### src/rtl/router_fsm.sv
// Packet-control FSM for the 1x3 router: decodes the header address, sequences
// header/payload/parity loading, throttles the source and honours FIFO soft resets.
module router_fsm (
  input  logic       clock,
  input  logic       resetn,
  input  logic       pkt_valid,
  input  logic [1:0] data_in,
  input  logic       fifo_full,
  input  logic       fifo_empty_0,
  input  logic       fifo_empty_1,
  input  logic       fifo_empty_2,
  input  logic       soft_reset_0,
  input  logic       soft_reset_1,
  input  logic       soft_reset_2,
  input  logic       parity_done,
  input  logic       low_pkt_valid,
  output logic       detect_add,
  output logic       lfd_state,
  output logic       ld_state,
  output logic       laf_state,
  output logic       full_state,
  output logic       write_enb_reg,
  output logic       rst_int_reg,
  output logic       busy,
  output logic [2:0] state_dbg,
  output logic [1:0] addr_dbg
);

  typedef enum logic [2:0] {
    DECODE_ADDRESS     = 3'd0,
    LOAD_FIRST_DATA    = 3'd1,
    LOAD_DATA          = 3'd2,
    FIFO_FULL_STATE    = 3'd3,
    LOAD_AFTER_FULL    = 3'd4,
    LOAD_PARITY        = 3'd5,
    CHECK_PARITY_ERROR = 3'd6,
    WAIT_TILL_EMPTY    = 3'd7
  } state_t;

  state_t     state_q, state_d;
  logic [1:0] addr_q, addr_d;
  logic       hdr_empty;
  logic       addr_empty;
  logic       addr_soft_reset;

  // Source handshake: a byte on data_in is taken on a rising edge when
  // pkt_valid=1 and busy=0; while busy=1 the source must hold the same byte.

  always_ff @(posedge clock) begin
    if (!resetn) begin
      state_q <= DECODE_ADDRESS;
      addr_q  <= 2'd0;
    end else begin
      state_q <= state_d;
      addr_q  <= addr_d;
    end
  end

  always_comb begin
    hdr_empty       = 1'b0;
    addr_empty      = 1'b0;
    addr_soft_reset = 1'b0;
    case (data_in)
      2'd0:    hdr_empty = fifo_empty_0;
      2'd1:    hdr_empty = fifo_empty_1;
      2'd2:    hdr_empty = fifo_empty_2;
      default: hdr_empty = 1'b0;
    endcase
    // addr_q never holds 3, so the default arms are unreachable in practice.
    case (addr_q)
      2'd0:    begin addr_empty = fifo_empty_0; addr_soft_reset = soft_reset_0; end
      2'd1:    begin addr_empty = fifo_empty_1; addr_soft_reset = soft_reset_1; end
      2'd2:    begin addr_empty = fifo_empty_2; addr_soft_reset = soft_reset_2; end
      default: begin addr_empty = 1'b0;         addr_soft_reset = 1'b0;         end
    endcase
  end

  always_comb begin
    addr_d  = addr_q;
    state_d = state_q;

    if (state_q == DECODE_ADDRESS && pkt_valid && data_in != 2'd3) begin
      addr_d = data_in;
    end

    case (state_q)
      DECODE_ADDRESS: begin
        if (pkt_valid && data_in != 2'd3) begin
          state_d = hdr_empty ? LOAD_FIRST_DATA : WAIT_TILL_EMPTY;
        end
      end
      LOAD_FIRST_DATA: state_d = LOAD_DATA;
      LOAD_DATA: begin
        if (fifo_full)       state_d = FIFO_FULL_STATE;
        else if (!pkt_valid) state_d = LOAD_PARITY;
      end
      FIFO_FULL_STATE: begin
        if (!fifo_full) state_d = LOAD_AFTER_FULL;
      end
      LOAD_AFTER_FULL: begin
        if (parity_done)        state_d = DECODE_ADDRESS;
        else if (low_pkt_valid) state_d = LOAD_PARITY;
        else                    state_d = LOAD_DATA;
      end
      LOAD_PARITY: state_d = CHECK_PARITY_ERROR;
      CHECK_PARITY_ERROR: begin
        state_d = fifo_full ? FIFO_FULL_STATE : DECODE_ADDRESS;
      end
      WAIT_TILL_EMPTY: begin
        if (addr_empty) state_d = LOAD_FIRST_DATA;
      end
      default: state_d = DECODE_ADDRESS;
    endcase

    // Only the addressed FIFO's timeout can abort the packet.
    if (addr_soft_reset) state_d = DECODE_ADDRESS;
  end

  always_comb begin
    detect_add    = (state_q == DECODE_ADDRESS);
    lfd_state     = (state_q == LOAD_FIRST_DATA);
    ld_state      = (state_q == LOAD_DATA);
    laf_state     = (state_q == LOAD_AFTER_FULL);
    full_state    = (state_q == FIFO_FULL_STATE);
    rst_int_reg   = (state_q == CHECK_PARITY_ERROR);
    write_enb_reg = (state_q == LOAD_DATA) || (state_q == LOAD_PARITY) ||
                    (state_q == LOAD_AFTER_FULL);
    busy          = (state_q == LOAD_FIRST_DATA) || (state_q == FIFO_FULL_STATE) ||
                    (state_q == LOAD_AFTER_FULL) || (state_q == LOAD_PARITY) ||
                    (state_q == CHECK_PARITY_ERROR) || (state_q == WAIT_TILL_EMPTY);
    state_dbg     = state_q;
    addr_dbg      = addr_q;
  end

endmodule

### config.mk
export PLATFORM = sky130hd
export DESIGN_NAME = router_fsm
export DESIGN_NICKNAME = d
export VERILOG_FILES = /design/src/rtl/router_fsm.sv
export SDC_FILE = /design/constraint.sdc
export NUM_CORES = 1
export LEC_CHECK = 0
export BUFFER_PORTS_ARGS = -buffer_cell sky130_fd_sc_hd__buf_4
export CAP_MARGIN = 20
export CORE_UTILIZATION = 32
export CTS_CLUSTER_DIAMETER = 60
export CTS_CLUSTER_SIZE = 25
export DETAILED_ROUTE_END_ITERATION = 10
export PLACE_DENSITY = 0.69
export REMOVE_ABC_BUFFERS = 1
export SLEW_MARGIN = 40
export SYNTH_ARGS = -nofsm -noshare
export SYNTH_HDL_FRONTEND = slang
export SYNTH_SLANG_ARGS = --single-unit
### constraint.sdc
create_clock -name clock -period 1.19 [get_ports clock]
set_input_delay 0.0595 -clock clock [delete_from_list [all_inputs] [get_ports clock]]
set_output_delay 0.0595 -clock clock [all_outputs]
set_load 0.1 [all_outputs]
==> metrics.yaml <==
logic_synthesis:
  ys_ff_latch: 5
  synth_warnings: 0
  synth_top_area_share: 0.212
  netlist_top_cells_area: "dfxtp_1, nor2_1, mux2i_1"
  netlist_instances: 59
  seq_area_frac_synth: 0.212
  syn_avg_cell_area_um2: 8.02
  synth_edf_count: 0
  async_flop_share: 0
  netlist-cell-type-count: 28
  synth_largest_area_cell: "dfxtp_1"
  ys.flop_type: "dfxtp_1"
  synth_area_um2: 473
drt:
  firstDrtPassIters: 2
  wirelength_um: 1910
  drt-initial-drc-count: 7
  num_vias: 619
  ant_nets: 0
  detail_route.wl_per_cell_um: 16.6
  viasPerCell: 5.38
  drcViolationCount: 0
grt:
  grt_antenna_before_repair: 0
  grt_first_pass_wirelength_um: 2480
  gr-total-overflow: 0
  first_global_vias: 590
  top_usage_layer: "met2"
  met3_usage: 0.0444
  use_met1: 0.236
  grt_usage: 0.227
  met2_usage: 0.452
  grt_max_degree: 13
power:
  p_total_mw: 1.81
  p_leak_nw: 0.455
  cellPowerDensity_nw_per_um2: 1690
  peakVddDrop_uv: 963
layout:
  drive_above_1_share: 0.670
  layout_common_cells: "buf_4, buf_6, buf_12"
  seqCellArea_um2: 110
  n_fill_cell: 89
  multi_input_area_um2: 429
  num-nets-final: 115
  fin_cells: 115
  layout_commonest_cell: "buf_4"
  area_growth_pct: 125
  fin_area_um2: 1070
  antennaDiodeCount: 0
placed_design:
  gp_congestion: 0.767
  io_buffers: 26
  dpl_cell_area_um2: 734
  dp_cells: 106
  dp_slack_ns: -0.171
  hpwl_um: 1060
critical_path:
  crit_slowest_cell: "dfxtp_4"
  cp.arrival_ns: 1.32
  crit_path_cell_trace: "buf_6 > or2_4 > o21ai_4 > buf_12"
  path_buf_inv: 2
  max_stage_delay_ns: 0.35
  worstPathMaxFanout: 6
  crit_family: "flip-flops"
  worstPathRequired_ns: 1.13
  endpoint_kind: "output port"
  crit_path_start_kind: "flip-flop"
  criticalPathCategory: "reg2out"
timing:
  rsz0062_at_grt: "true"
  period_minus_slack_ns: 1.38
  report.final.slew_viol_count: 0
  setup_violations: 13
  fin_ws_ns: -0.192
  fmax_ghz: 0.724
  tns_ns: -1.81
  tightestPinTransition_ns: 0.388
  fin_worst_skew_ns: 0.00296
  relSlewSlack: 0.740
  min_period_over_period: 1.16
  finalHoldViolations: 0
status:
  violations: "negative setup slack"
  status: "finished, violations left"
cts:
  cts_hold_buf: 0
  clock_sinks: 5
  cts.reportedPaths.clkPinSlew_ns: 0.05
  insertion_delay_ns: 0.24
  cts_buffer_depth: 2
  cts_tree: "yes"
  cts_buffers: 3
  cts-root-buf: "clkbuf_4"
  cts-htree-levels: 1
floorplan:
  dieArea_um2: 1640
  io-pin-count: 27
  die_h_um: 40.4
  coreArea_um2: 1330
  row_count: 13
  start_util: 0.355
  die_w_um: 40.4
flow_run:
  drv_cap: 0
hold_path:
  hp-class: "in2reg"
==> routing by layer <==
layer,share of wire,vias up,wire (um)
li1,-,306,-
met1,0.38,289,718
met2,0.56,24,1070
met3,0.059,0,113
met4,0,0,0
met5,0,-,0
==> kinds of logic (layout without fill, tap and decap cells) <==
kind of cell / Yosys count / count (layout) / synth area share
AOI/OAI and AO/OA: 18 / 18 / 0.336
buffers and inverters: 5 / 46 / 0.0582
DFF: 5 / 5 / 0.212
muxes: 3 / 3 / 0.0635
and+or+nand+nor: 28 / 28 / 0.331
==> through the flow <==
step                 util  hold slack [ns]
floorplan               -            0.206
global placement    0.551            0.340
detailed placement  0.551            0.340
CTS                 0.758           0.0885
global route        0.799           0.0882
finish              0.799           0.0896
==> repair_timing <==
action	4_1_cts	5_1_grt
gates resized for setup	61	13
setup buffers	3	2
setup endpoints to repair	15	15
pin swaps	7	5
==> power by group <==
| part | leakage (nW) | internal (mW) | switching [mW] |
|---|---|---|---|
| clock | 0.0150 | 0.127 | 0.0691 |
| combinational | 0.396 | 0.547 | 0.833 |
| sequential | 0.0432 | 0.197 | 0.0342 |
| total | 0.455 | 0.870 | 0.936 |
==> final timing paths <==
path | end | from | depth (start not counted) | slack (ns)
hold reg to reg | addr_dbg[1]$_SDFFE_PN0P_ | addr_dbg[1]$_SDFFE_PN0P_ | 1 | 0.60
hold / removal | addr_dbg[1]$_SDFFE_PN0P_ | resetn | 2 | 0.09
setup reg to reg | state_dbg[2]$_SDFFE_PP0P_ | state_dbg[1]$_SDFFE_PP0P_ | 3 | -0.18
setup / recovery | write_enb_reg | state_dbg[0]$_SDFFE_PP0P_ | 4 | -0.19
==> cell type report <==
cell class | count | share of cell area
Multi-Input combinational cell | 49 | 0.403
Inverter | 2 | 0.0117
Clock buffer | 4 | 0.0246
Timing Repair Buffer | 40 | 0.440
Tap cell | 15 | 0.0176
Sequential cell | 5 | 0.103
==> synth_stat cells, types with 2 or more instances <==
| cell | instances |
|---|---|
| nor2b_1 | 2 |
| a21oi_1 | 2 |
| or3_1 | 2 |
| nand3b_1 | 2 |
| nand2_1 | 4 |
| o211ai_1 | 4 |
| o21ai_0 | 2 |
| nor3b_1 | 3 |
| o31a_1 | 2 |
| mux2i_1 | 3 |
| nor2_1 | 9 |
| o221a_2 | 2 |
| inv_1 | 2 |
| and3_1 | 2 |
| dfxtp_1 | 5 |
==> flip-flops by register name, summed over array words and instances, names as in the netlist <==
name and count:
addr_dbg 2, state_dbg 3
No activity file was read; power rests on OpenSTA's default activity.
